--- src/rtl/rr_arbiter.sv ---
// rtl/rr_arbiter.sv - four-way round-robin arbiter with done release and hold-limit timeout
module rr_arbiter #(
    parameter int MAX_HOLD = 8,
    parameter int CNT_W    = 4
) (
    input  logic       clk,
    input  logic       rst,
    input  logic [3:0] req,
    input  logic       done,
    output logic [3:0] grant,
    output logic [1:0] grant_id,
    output logic       valid,
    output logic       timeout
);

    typedef enum logic {
        ST_IDLE = 1'b0,
        ST_BUSY = 1'b1
    } state_t;

    localparam logic [CNT_W-1:0] HOLD_LAST = CNT_W'(MAX_HOLD - 1);

    state_t           state;
    logic [1:0]       ptr;
    logic [CNT_W-1:0] hold_cnt;

    logic             pick_found;
    logic [1:0]       pick_id;
    logic [1:0]       scan_idx;

    logic             owner_req;
    logic             at_limit;
    logic             release_now;
    logic             limit_only;

    // One-hot decode of a requester index.
    function automatic logic [3:0] onehot4(input logic [1:0] id);
        logic [3:0] v;
        v = 4'b0000;
        v[id] = 1'b1;
        return v;
    endfunction

    // First requesting index when scanning upward from the rotating pointer.
    always_comb begin
        pick_found = 1'b0;
        pick_id    = 2'd0;
        scan_idx   = 2'd0;
        for (int i = 0; i < 4; i++) begin
            scan_idx = ptr + 2'(i);
            if (!pick_found && req[scan_idx]) begin
                pick_found = 1'b1;
                pick_id    = scan_idx;
            end
        end
    end

    // Release causes for the current owner; the hold limit alone flags a timeout.
    always_comb begin
        owner_req   = req[grant_id];
        at_limit    = (hold_cnt == HOLD_LAST);
        release_now = done || !owner_req || at_limit;
        limit_only  = at_limit && !done && owner_req;
    end

    // Arbitration state machine with registered grant outputs.
    always_ff @(posedge clk) begin
        if (rst) begin
            state    <= ST_IDLE;
            ptr      <= 2'd0;
            hold_cnt <= '0;
            grant    <= 4'b0000;
            grant_id <= 2'd0;
            valid    <= 1'b0;
            timeout  <= 1'b0;
        end else begin
            case (state)
                ST_IDLE: begin
                    timeout  <= 1'b0;
                    hold_cnt <= '0;
                    if (pick_found) begin
                        state    <= ST_BUSY;
                        grant    <= onehot4(pick_id);
                        grant_id <= pick_id;
                        valid    <= 1'b1;
                    end else begin
                        grant    <= 4'b0000;
                        grant_id <= 2'd0;
                        valid    <= 1'b0;
                    end
                end
                ST_BUSY: begin
                    if (release_now) begin
                        // Always drop to IDLE so consecutive grants are separated by a gap.
                        state    <= ST_IDLE;
                        ptr      <= grant_id + 2'd1;
                        hold_cnt <= '0;
                        grant    <= 4'b0000;
                        grant_id <= 2'd0;
                        valid    <= 1'b0;
                        timeout  <= limit_only;
                    end else begin
                        hold_cnt <= hold_cnt + 1'b1;
                        timeout  <= 1'b0;
                    end
                end
                default: begin
                    state    <= ST_IDLE;
                    hold_cnt <= '0;
                    grant    <= 4'b0000;
                    grant_id <= 2'd0;
                    valid    <= 1'b0;
                    timeout  <= 1'b0;
                end
            endcase
        end
    end

endmodule

--- config.mk ---
export PLATFORM = sky130hd
export DESIGN_NAME = rr_arbiter
export DESIGN_NICKNAME = d
export VERILOG_FILES = /design/src/rtl/rr_arbiter.sv
export SDC_FILE = /design/constraint.sdc
export NUM_CORES = 1
export LEC_CHECK = 0
export BUFFER_PORTS_ARGS = -buffer_cell sky130_fd_sc_hd__buf_2
export CAP_MARGIN = 20
export CORE_MARGIN = 2
export CORE_UTILIZATION = 45
export CTS_CLUSTER_DIAMETER = 200
export CTS_CLUSTER_SIZE = 8
export DETAILED_ROUTE_END_ITERATION = 8
export GPL_TIMING_DRIVEN = 0
export PLACE_DENSITY = 0.71
export SLEW_MARGIN = 20
export SYNTH_ARGS = -nofsm -noshare
export SYNTH_HDL_FRONTEND = slang
export SYNTH_SLANG_ARGS = --single-unit
--- constraint.sdc ---
create_clock -name clk -period 1.5 [get_ports clk]
set_input_delay 0.3 -clock clk [delete_from_list [all_inputs] [get_ports clk]]
set_output_delay 0.3 -clock clk [all_outputs]
set_load 0.01 [all_outputs]
==> results.txt, run 1 <==
- The run finished, with violations left.
- Failing checks: negative setup slack
* Critical Path Source Type: register
- The floorplan step set the die height to 42.1 microns.
- Derived from the worst setup path, the maximum achievable clock frequency is 652 MHz.
* DR WL/cell: 11.7 microns
* I/O pin cnt: 15
- Biggest area consumer among synthesized cells: sky130_fd_sc_hd__dfxtp_1
- CTS placed an instance of sky130_fd_sc_hd__clkbuf_4 at the clock tree root.
- The number of clock buffers added by TritonCTS is 3.
- Tightest Pin Transition: 0.815 ns
- Yosys top cell area share: 46.1%
- Dominant cell by count in the synthesized netlist: sky130_fd_sc_hd__dfxtp_1
* Vias per std cell: 5.34
* Largest fanout of any net on the critical path: 3
- In this run the number of H-tree levels came out at 1.
- Final setup slack of the worst path: -0.0343 ns
- The clock net in this run drives a total of 15 sinks.
- Area growth syn-to-layout: 25.0%
* Iteration count of the initial detailed-routing pass: 3
- After floorplanning, the core was divided into 13 placement rows.
- LEAKAGE: 0.352 nW
- Ranked by total cell area, the synthesized netlist is headed by sky130_fd_sc_hd__dfxtp_1, sky130_fd_sc_hd__a32o_1, sky130_fd_sc_hd__xnor2_1.
* Synthesized area per cell: 10.2 sq um
- DRC violation total after the first TritonRoute iteration: 1
- Main flop type after synthesis: sky130_fd_sc_hd__dfxtp_1
- Data on the critical path is required at its endpoint by 1.73 ns.
- The filler cells instantiated in the layout total 120.
* P per Cell Area: 1040 nW/um^2
- Number of buffers on the longest clock path: 2
- GR Overflow Total: 0
- In the synthesized netlist the async set-or-reset flop fraction comes to 0%.
* Final-report hold violation count: 0
- In the routed design, unresolved DRC markers number 0.
* Clock input transition at the sequential cells of the worst setup and hold paths: 0.09 ns
* Total wire length after detailed routing: 1.16 mm
- Worst slew margin relative to its limit: 45.2%
- The number of hold buffers added after CTS was 0.
- Max Clock Skew: 0.00298 ns
- The Yosys step of the flow raised 0 warnings.
* Maxcap violations: 0
- Global routing used 14.8% of the available tracks.
* Chip Width: 42.1 microns
* Flip-flop and latch count after synthesis: 15
- Area of the mapped netlist: 652 sq um
- TritonCTS clock tree: yes
- Synthesis produced a netlist whose cell count is 64.
- Number of global-route vias before repair: 458
- The detail route stage leaves a number of antenna-violating nets equal to 0.
- For this run, the post-layout net count is 93.
- Number of antenna violations at the first check in global routing: 0
- The die covers 1770 sq um.
- STA puts the critical path data arrival time at 1.76 ns.
- Gpl congestion: 0.773
- Synthesized netlist net count: 72
- The final number of max-transition violations is 0.
* Final setup viols: 7
- The setup path with the least slack is of type reg -> reg.
- STA classifies the critical path endpoint as a register.
* Standard cell core area: 1330 sq um
* Peak VDD IR: 632 uV
* Tmin final: 1.53 ns
- Number of enable-type register cells in the synthesized netlist: 0
- The share of the Yosys chip area taken by registers is 46.1%.
- Setup repair after global routing could not meet its margin everywhere.
- Of the available clock period, the critical path in the final layout requires 102%.
- Via count: 529
- Count of port buffers added during placement: 14
- Fraction of final layout cells sized beyond drive strength 1: 34.5%
* Unique cell type count in the Yosys netlist: 30
* Class of the tightest hold or removal check: in -> reg
- Post-placement cell area: 757 sq um
- Clock latency reported for the late side of the worst-skew pair: 0.28 ns
- Including well taps, the total number of placed cells is 93.
- Summing internal, switching and leakage power gives 0.845 mW.
* Diode insertion count for antenna repair: 0
- Fin cells: 99
- The commonest cells after synthesis are sky130_fd_sc_hd__dfxtp_1, sky130_fd_sc_hd__nor2_1, sky130_fd_sc_hd__a32o_1.
* Initial Utilization: 48.9%
- Entering global routing, the biggest net connects 10 pins.
* Final cell area excluding filler cells: 815 sq um
* Global-route wire length before repair: 1.90 mm
- Post-DP HPWL: 858 microns
==> cell families (layout without fill, tap and decap cells) <==
logic type | count (synthesis) | count (layout) | share of synthesized area (%)
buf+inv | 5 | 25 | 4.22
compound gates | 15 | 15 | 18.8
mux | 3 | 3 | 6.72
flops | 15 | 15 | 46.1
simple gates | 22 | 22 | 18.2
xor+xnor | 3 | 3 | 4.03
fa+ha+maj | 1 | 1 | 1.92
==> sequential cells by signal, summed over array words and instances (netlist names) <==
register	count
grant_id	2
state	1
hold_cnt	4
grant	4
valid	1
timeout	1
ptr	2
==> timing repair <==
action                     4_1_cts  5_1_grt
gates cloned                     1        0
setup endpoints to repair       11        9
setup buffers                    1        0
gates resized for setup          2        5
pin swaps                        0        1
==> worst max-delay path, stage by stage, from the launching register on <==
cell and delay, ns:
sky130_fd_sc_hd__dfxtp_4 0.36, sky130_fd_sc_hd__mux4_2 0.54, sky130_fd_sc_hd__a31oi_4 0.19, sky130_fd_sc_hd__mux2_4 0.32, sky130_fd_sc_hd__nor2_2 0.07
==> metrics by stage <==
step | utilization (%) | setup WS, ns | setup TNS [ns] | hold WS [ns]
finish | 61.1 | -0.0343 | -0.194 | 0.215
global route | 61.1 | -0.0804 | -0.395 | 0.213
CTS | 60.4 | -0.0577 | -0.231 | 0.209
detailed placement | 56.8 | -0.127 | -1.05 | 0.439
global placement | 56.8 | -0.104 | -0.906 | 0.433
floorplan | - | -0.0345 | -0.229 | 0.371
==> placed cells by master, fill, tap and decap left out, drive strengths merged, types with 2 or more instances in the layout <==
| master | netlist | routed |
|---|---|---|
| nor3 | 3 | 3 |
| buf | 1 | 18 |
| a32o | 4 | 4 |
| dfxtp | 15 | 15 |
| nand2 | 2 | 2 |
| nand2b | 2 | 2 |
| clkbuf | 1 | 3 |
| nor2 | 6 | 6 |
| inv | 3 | 3 |
| a21oi | 3 | 3 |
| xnor2 | 3 | 3 |
| a22o | 2 | 2 |
| and2 | 2 | 2 |
==> final timing paths <==
kind	startpoint	endpoint	slack, ns	depth (start not counted)
worst max register to register	grant_id[0]	ptr[0]	-0.03	4
worst min register to register	hold_cnt[0]	hold_cnt[0]	0.46	1
worst max-delay path	grant_id[0]	ptr[0]	-0.03	4
worst min-delay path	rst	ptr[0]	0.21	2
==> where the power goes <==
part / internal (mW) / switching [mW] / total, mW / leakage, nW
Sequential: 0.425 / 0.0151 / 0.440 / 0.123
Clock: 0.0991 / 0.130 / 0.229 / 0.0177
Combinational: 0.0887 / 0.0864 / 0.175 / 0.211
==> cell type report <==
| class | instances | area (sq um) | area share (%) |
|---|---|---|---|
| repair buffers | 16 | 88.8 | 10.9 |
| well taps | 15 | 18.8 | 2.30 |
| clock buffers | 3 | 22.5 | 2.76 |
| flip-flops and latches | 15 | 304 | 37.3 |
| multi-input cells | 44 | 342 | 41.9 |
| plain buffers | 2 | 22.5 | 2.76 |
| inverters | 3 | 11.3 | 1.38 |
| clock inverters | 1 | 5.00 | 0.614 |
==> routing by layer <==
layer,part of all wire [%],vias up,track usage (%)
li1,-,276,-
met1,46,236,17.3
met2,43,12,20.9
met3,6.7,5,6.47
met4,3.3,0,11.3
met5,0,-,0
No activity file was read; power rests on OpenSTA's default activity.
==> inputs of run 2 (changes only) <==
--- a/config.mk
+++ b/config.mk
@@ -14,6 +14,7 @@
 export DETAILED_ROUTE_END_ITERATION = 8
 export GPL_TIMING_DRIVEN = 0
 export PLACE_DENSITY = 0.71
+export SKIP_CTS_REPAIR_TIMING = 1
 export SLEW_MARGIN = 20
 export SYNTH_ARGS = -nofsm -noshare
 export SYNTH_HDL_FRONTEND = slang
==> run 2 against run 1 <==
  * The flow still finishes with violations (negative setup slack)
  * Total power shrank 0.22%
  * Critical path depth unchanged
  * Register-to-register slack got worse by 0.02 ns
  * Cell count unchanged
  * Sequential power about the same
  * Largest power group unchanged
  * Wire length decreased by 1.2%
  * Largest cell class unchanged
  * Clock skew grew 0.00057 ns
  * Highest routed layer unchanged
==> results.txt, run 2 (synthesis results as in run 1) <==
* Final cell area excluding filler cells: 817 sq um
- Total Die Area: 1770 sq um
- Internal power comes to 0.613 mW.
* Max Clock Skew: 0.00355 ns
- The final number of max-transition violations was 0.
- The checks that failed: negative setup slack.
- Number of nets in the final layout: 93
- Initial Utilization: 48.9%
- Hold path start: rst
- In this run the tool buffered the top-level ports with 14 buffer cells.
- The sequential cells in the finished layout cover a total of 304 sq um.
- Tmin final: 1.55 ns
- In this run the number of H-tree levels came out at 1.
- DRC violation total after the first TritonRoute iteration: 2
- For this run the aggregate overflow at the end of global routing stands at 0.
* Net Sw Power: 0.230 mW
* Type of the worst setup path: reg -> reg
* Largest fanout of any net on the critical path: 3
- Share of power burned in combinational logic: 20.6%
- Gpl congestion: 0.773
- The placed instances occupy a cell area of 757 sq um.
- The worst setup path is captured at a register.
* Maxcap violations: 0
- Peak VDD IR: 630 uV
- Pre-CTS setup slack: -0.127 ns
- RSZ-0062 raised after global routing: true
- Relative to the synthesized area, the layout overhead comes to 25.3%.
- Measured against its own limit, the worst slew margin works out to 47.4%.
- The flow ran to the end, but the final reports show violations.
- Num rows: 13
* R2R Setup Slk: -0.05 ns
- Overall die height: 42.1 microns
* Top library cells by usage in the layout, fill and taps aside: sky130_fd_sc_hd__dfxtp_1, sky130_fd_sc_hd__buf_2, sky130_fd_sc_hd__nor2_1
- Post-DP HPWL: 858 microns
- The number of antenna violations at the first check in global routing came to 0.
- The number of buffers and inverters on the critical path is 0.
- Total wire length after detailed routing: 1.14 mm
- Total global-route track usage: 14.2%
* Number of global-route vias before repair: 442
- Via count: 533
- Per report_power, the clock group accounts for 27.1% of the total.
- Net switching is 27.3% of the power.
- CP delay by family, top: multiplexers
- STA classifies the critical path startpoint as a register.
- The multi-input combinational cells in the finished layout cover a total of 344 sq um.
* Diode insertion count for antenna repair: 0
* P per Cell Area: 1030 nW/um^2
- For this design, the slowest cell found on the critical path is sky130_fd_sc_hd__mux4_2.
- CTS Root Cell: sky130_fd_sc_hd__clkbuf_4
* Hold Path Sink: ptr[0]
- The worst path uses 104% of the clock period.
- After detailed routing, the number of vias per cell comes to 5.38.
- Worst stage delay on the critical path: 0.55 ns
- Final setup slack of the worst path: -0.0544 ns
- DRT antenna net count: 0
* Fraction of final layout cells sized beyond drive strength 1: 35.7%
- The region available for standard cell placement spans 1330 sq um.
* Cells traversed along the worst timing path: mux4_2 -> a31oi_4 -> mux2_4 -> nor2_2
* TritonCTS clock tree: yes
- Crit Reg-Reg Startpoint: grant_id[0]
- The first global-routing pass estimated 1.84 mm of wire.
- In the final layout, the registers with the most flip-flops are grant (4), hold_cnt (4).
- Chip Width: 42.1 microns
* Clk sink count: 15
- Number of buffers on the longest clock path: 2
* R2r endpoint: ptr[0]
* Final total negative setup slack: -0.337 ns
- Entering global routing, the biggest net connects 11 pins.
- Residual DRC: 0
- Endpoint required time on the critical path: 1.73 ns
- Of the total power, registers draw 52.3%.
- Tightest Pin Transition: 0.783 ns
- Iteration count of the initial detailed-routing pass: 3
* Hold depth: 2
* Clock latency reported for the late side of the worst-skew pair: 0.28 ns
- DR WL/cell: 11.5 microns
- LEAKAGE: 0.354 nW
- After clock tree synthesis, the clock-pin slew on the worst setup and hold paths is 0.08 ns.
- Crit path arrival time: 1.78 ns
- For the worst flop-to-flop path, the logic depth is 4.
- I/O pin cnt: 15
- In this run, CTS created clock tree buffers numbering 3.
- Final-report hold violation count: 0
* Number of cells on the critical path: 4
* Class of the tightest hold or removal check: in -> reg
- The layout has 123 filler cells.
- Setup violations remaining at the end of the flow were counted as 7.
- Fmax: 643 MHz
==> run 2: cell counts in the layout (fill, tap and decap cells not counted) <==
No cell type changed its count.
==> run 2: final cells by class <==
class                           count  share of cell area (%)
Buffer                              2                    2.76
Clock buffer                        3                    2.76
Clock inverter                      1                   0.613
Inverter                            3                    1.38
Multi-Input combinational cell     44                    42.1
Sequential cell                    15                    37.2
Tap cell                           15                    2.30
Timing Repair Buffer               16                    10.9
==> run 2: worst reg2reg max path: cells and delay by family (launching register included) <==
family / cells / cell delay (ns)
compound gates: 1 / 0.19
simple gates: 1 / 0.07
mux: 2 / 0.87
flops: 1 / 0.37
==> run 2: worst max-delay path by stage <==
stage / startpoint / endpoint / slack [ns]
after global routing: grant_id[0] / ptr[0] / -0.1
after CTS: grant_id[0] / ptr[0] / -0.1
after floorplan: grant_id[0] / grant_id[1] / -0.03
after global placement: req[3] / ptr[0] / -0.10
after detailed placement: req[3] / ptr[0] / -0.13
final: grant_id[0] / ptr[0] / -0.05
==> run 2: power groups by stage <==
stage          Combinational [mW]  Sequential [mW]  Clock [mW]
3_5_place_dp                0.160            0.452           0
3_3_place_gp                0.157            0.451           0
4_1_cts                     0.160            0.443       0.242
5_1_grt                     0.190            0.446       0.255
6_report                    0.174            0.441       0.228
2_1_floorplan               0.105            0.458           0
==> run 2: layer usage <==
layer | routed length, microns | track usage [%] | up-vias
met2 | 496 | 19.7 | 12
met3 | 77 | 6.47 | 5
met5 | 0 | 0 | -
met1 | 530 | 16.8 | 242
met4 | 38 | 11.3 | 0
li1 | - | - | 274
==> run 2: through the flow <==
step           std cells  total power [mW]  hold WS (ns)  utilization [%]
6_report              99             0.843         0.216             61.3
3_3_place_gp          93             0.608         0.433             56.8
4_1_cts               97             0.846         0.209             58.8
3_5_place_dp          93             0.612         0.439             56.8
2_1_floorplan         64             0.563         0.371                -
5_1_grt               99             0.891         0.215             61.3
==> inputs of run 3 (changes only) <==
--- a/config.mk
+++ b/config.mk
@@ -7,13 +7,13 @@
 export LEC_CHECK = 0
 export BUFFER_PORTS_ARGS = -buffer_cell sky130_fd_sc_hd__buf_2
 export CAP_MARGIN = 20
-export CORE_MARGIN = 2
+export CORE_MARGIN = 3
 export CORE_UTILIZATION = 45
 export CTS_CLUSTER_DIAMETER = 200
 export CTS_CLUSTER_SIZE = 8
 export DETAILED_ROUTE_END_ITERATION = 8
 export GPL_TIMING_DRIVEN = 0
-export PLACE_DENSITY = 0.71
+export PLACE_DENSITY = 0.75
 export SKIP_CTS_REPAIR_TIMING = 1
 export SLEW_MARGIN = 20
 export SYNTH_ARGS = -nofsm -noshare
==> run 3 against run 2 <==
  * The flow still finishes with violations (negative setup slack)
  * Worst hold slack hardly changed
  * Core utilization up 1.7 points
  * Fmax fell by 1.5%
  * Sequential share of layout area fell by 1.0 points
  * Die area rose by 9.7%
  * First-iteration DRC count rose to 3.0 times the previous value
  * Critical path depth is the same
  * Clock power increased by 2%
  * Total power grew 2.7%
  * Clock-buffer cell count grew 1
  * Largest cell class unchanged
==> results.txt, run 3 (synthesis results as in run 1) <==
- The run finished, with violations left.
- The checks that failed: negative setup slack.
* TritonCTS clock tree: yes
* Type of destination of the critical path: register
- Number of buffers on the longest clock path: 2
* Via count: 559
* Power after layout: 0.866 mW
* Ratio of final minimum period to clock period: 105%
- The congestion estimate from routability-driven global placement came to 0.734.
- At the worst endpoint, the required time is 1.73 ns.
- Along the worst path, the maximum fanout reaches 3.
* Number of buffers inserted during clock tree synthesis: 3
- Clock latency reported for the late side of the worst-skew pair: 0.29 ns
- For the final routed database, the setup TNS stands at -0.370 ns.
- The worst setup path is launched from a register.
* P per Cell Area: 1030 nW/um^2
* Vias per std cell: 5.53
* GR Overflow Total: 0
- For this run, design rule violations remaining after detail routing come to 0.
- DRT antenna net count: 0
- In this run the core area contains 13 standard-cell rows.
- Max-cap violations in this run came to 0.
- Area growth syn-to-layout: 28.8%
* Worst slew margin relative to its limit: 44.0%
* Total Die Area: 1940 sq um
* DRC violation total after the first TritonRoute iteration: 6
* Cells traversed along the worst timing path: mux4_2 -> a31oi_4 -> mux2_4 -> nor2_2
- On the critical path, the stage with the largest delay is an instance of sky130_fd_sc_hd__mux4_2.
* Type of the worst setup path: reg -> reg
- In the layout the commonest cells are sky130_fd_sc_hd__dfxtp_1, sky130_fd_sc_hd__buf_2, sky130_fd_sc_hd__nor2_1, sky130_fd_sc_hd__clkbuf_4, sky130_fd_sc_hd__a32o_1.
- After clock tree synthesis, the clock-pin slew on the worst setup and hold paths is 0.09 ns.
- Class of the tightest hold or removal check: in -> reg
- Number of nets in the final layout: 95
- The routed design could run at a clock period as short as 1.58 ns.
- Worst stage delay on the critical path: 0.55 ns
* Number of antenna violations at the first check in global routing: 0
- After layout, the worst setup slack is -0.0789 ns.
* Maximum number of pins on one net before global-route repair: 11
* LEAKAGE: 0.362 nW
- Measured along the x axis, the die boundary spans 44.1 microns.
* Count of port buffers added during placement: 14
- Derived from the worst setup path, the maximum achievable clock frequency is 633 MHz.
- Post-DP HPWL: 927 microns
* Number of global-route vias before repair: 471
- The repair_antennas step left the layout with diodes totalling 0.
- Maximum level of the CTS H-tree: 1
- For the pin with the worst max-slew slack, the measured transition is 0.833 ns.
- 15 I/O pins were placed.
- The worst hold path passes through 2 cells.
- Worst reg2reg path depth: 4
- Max Clock Skew: 0.00398 ns
- Setup violations remaining at the end of the flow were counted as 8.
- DR WL/cell: 12.2 microns
- Largest registers in the final layout: grant (4), hold_cnt (4)
* Peak VDD IR: 688 uV
- The count of endpoints failing hold in the final timing report is 0.
- At the worst endpoint, the arrival time is 1.81 ns.
- Cells with a size suffix above 1 make up 39.5% of the layout.
* Global-route wire length before repair: 2.04 mm
- For this run, the detailed router's first-pass iteration total came to 4.
* Worst hold slack across all endpoints: 0.216 ns
- Total global-route track usage: 15.0%
- CTS Root Cell: sky130_fd_sc_hd__clkbuf_4
- The initial utilization of the core area, before any placement, comes to 48.9%.
- The floorplan step defined a core boundary enclosing 1330 sq um.
- Setup repair after global routing could not meet its margin everywhere.
* Clk sink count: 15
- From bottom edge to top edge, the die measures 44.1 microns.
* Max Transition Viols Final: 0
- Total wire length after detailed routing: 1.24 mm
run 3: per-layer routing:
| metal | wire length [microns] | GRT usage (%) |
|---|---|---|
| met1 | 561 | 18.7 |
| met2 | 542 | 20.9 |
| met3 | 85 | 3.25 |
| met4 | 48 | 14.5 |
| met5 | 0 | 0 |
run 3: power breakdown:
part | switching, mW | internal [mW] | leakage [nW]
combinational | 0.0937 | 0.0992 | 0.223
sequential | 0.0159 | 0.425 | 0.123
clock | 0.129 | 0.103 | 0.0150
total | 0.238 | 0.628 | 0.362
run 3: layout make-up:
class | instances | area (sq um)
Multi-Input combinational cell | 44 | 357
Buffer | 2 | 18.8
Timing Repair Buffer | 18 | 104
Clock buffer | 4 | 26.3
Inverter | 3 | 11.3
Sequential cell | 15 | 304
Fill cell | 113 | 494
Tap cell | 15 | 18.8
run 3: final timing paths:
kind | from | to | slack, ns
setup reg to reg | grant_id[0] | ptr[0] | -0.08
hold reg to reg | valid | valid | 0.45
setup / recovery | grant_id[0] | ptr[0] | -0.08
hold / removal | rst | ptr[0] | 0.22
run 3: through the flow:
step | instances | utilization [%] | instance area [sq um] | setup WS, ns
finish | 101 | 62.9 | 840 | -0.0789
global route | 101 | 62.9 | 840 | -0.123
CTS | 97 | 58.7 | 783 | -0.0873
detailed placement | 93 | 56.8 | 757 | -0.114
global placement | 93 | 56.8 | 757 | -0.101
floorplan | 64 | - | 668 | -0.0345
run 3: critical path, delay by kind of cell, from the launching register on:
family	cells	cell delay, ns
muxes	2	0.87
AOI/OAI and AO/OA	1	0.23
and+or+nand+nor	1	0.07
DFF	1	0.37
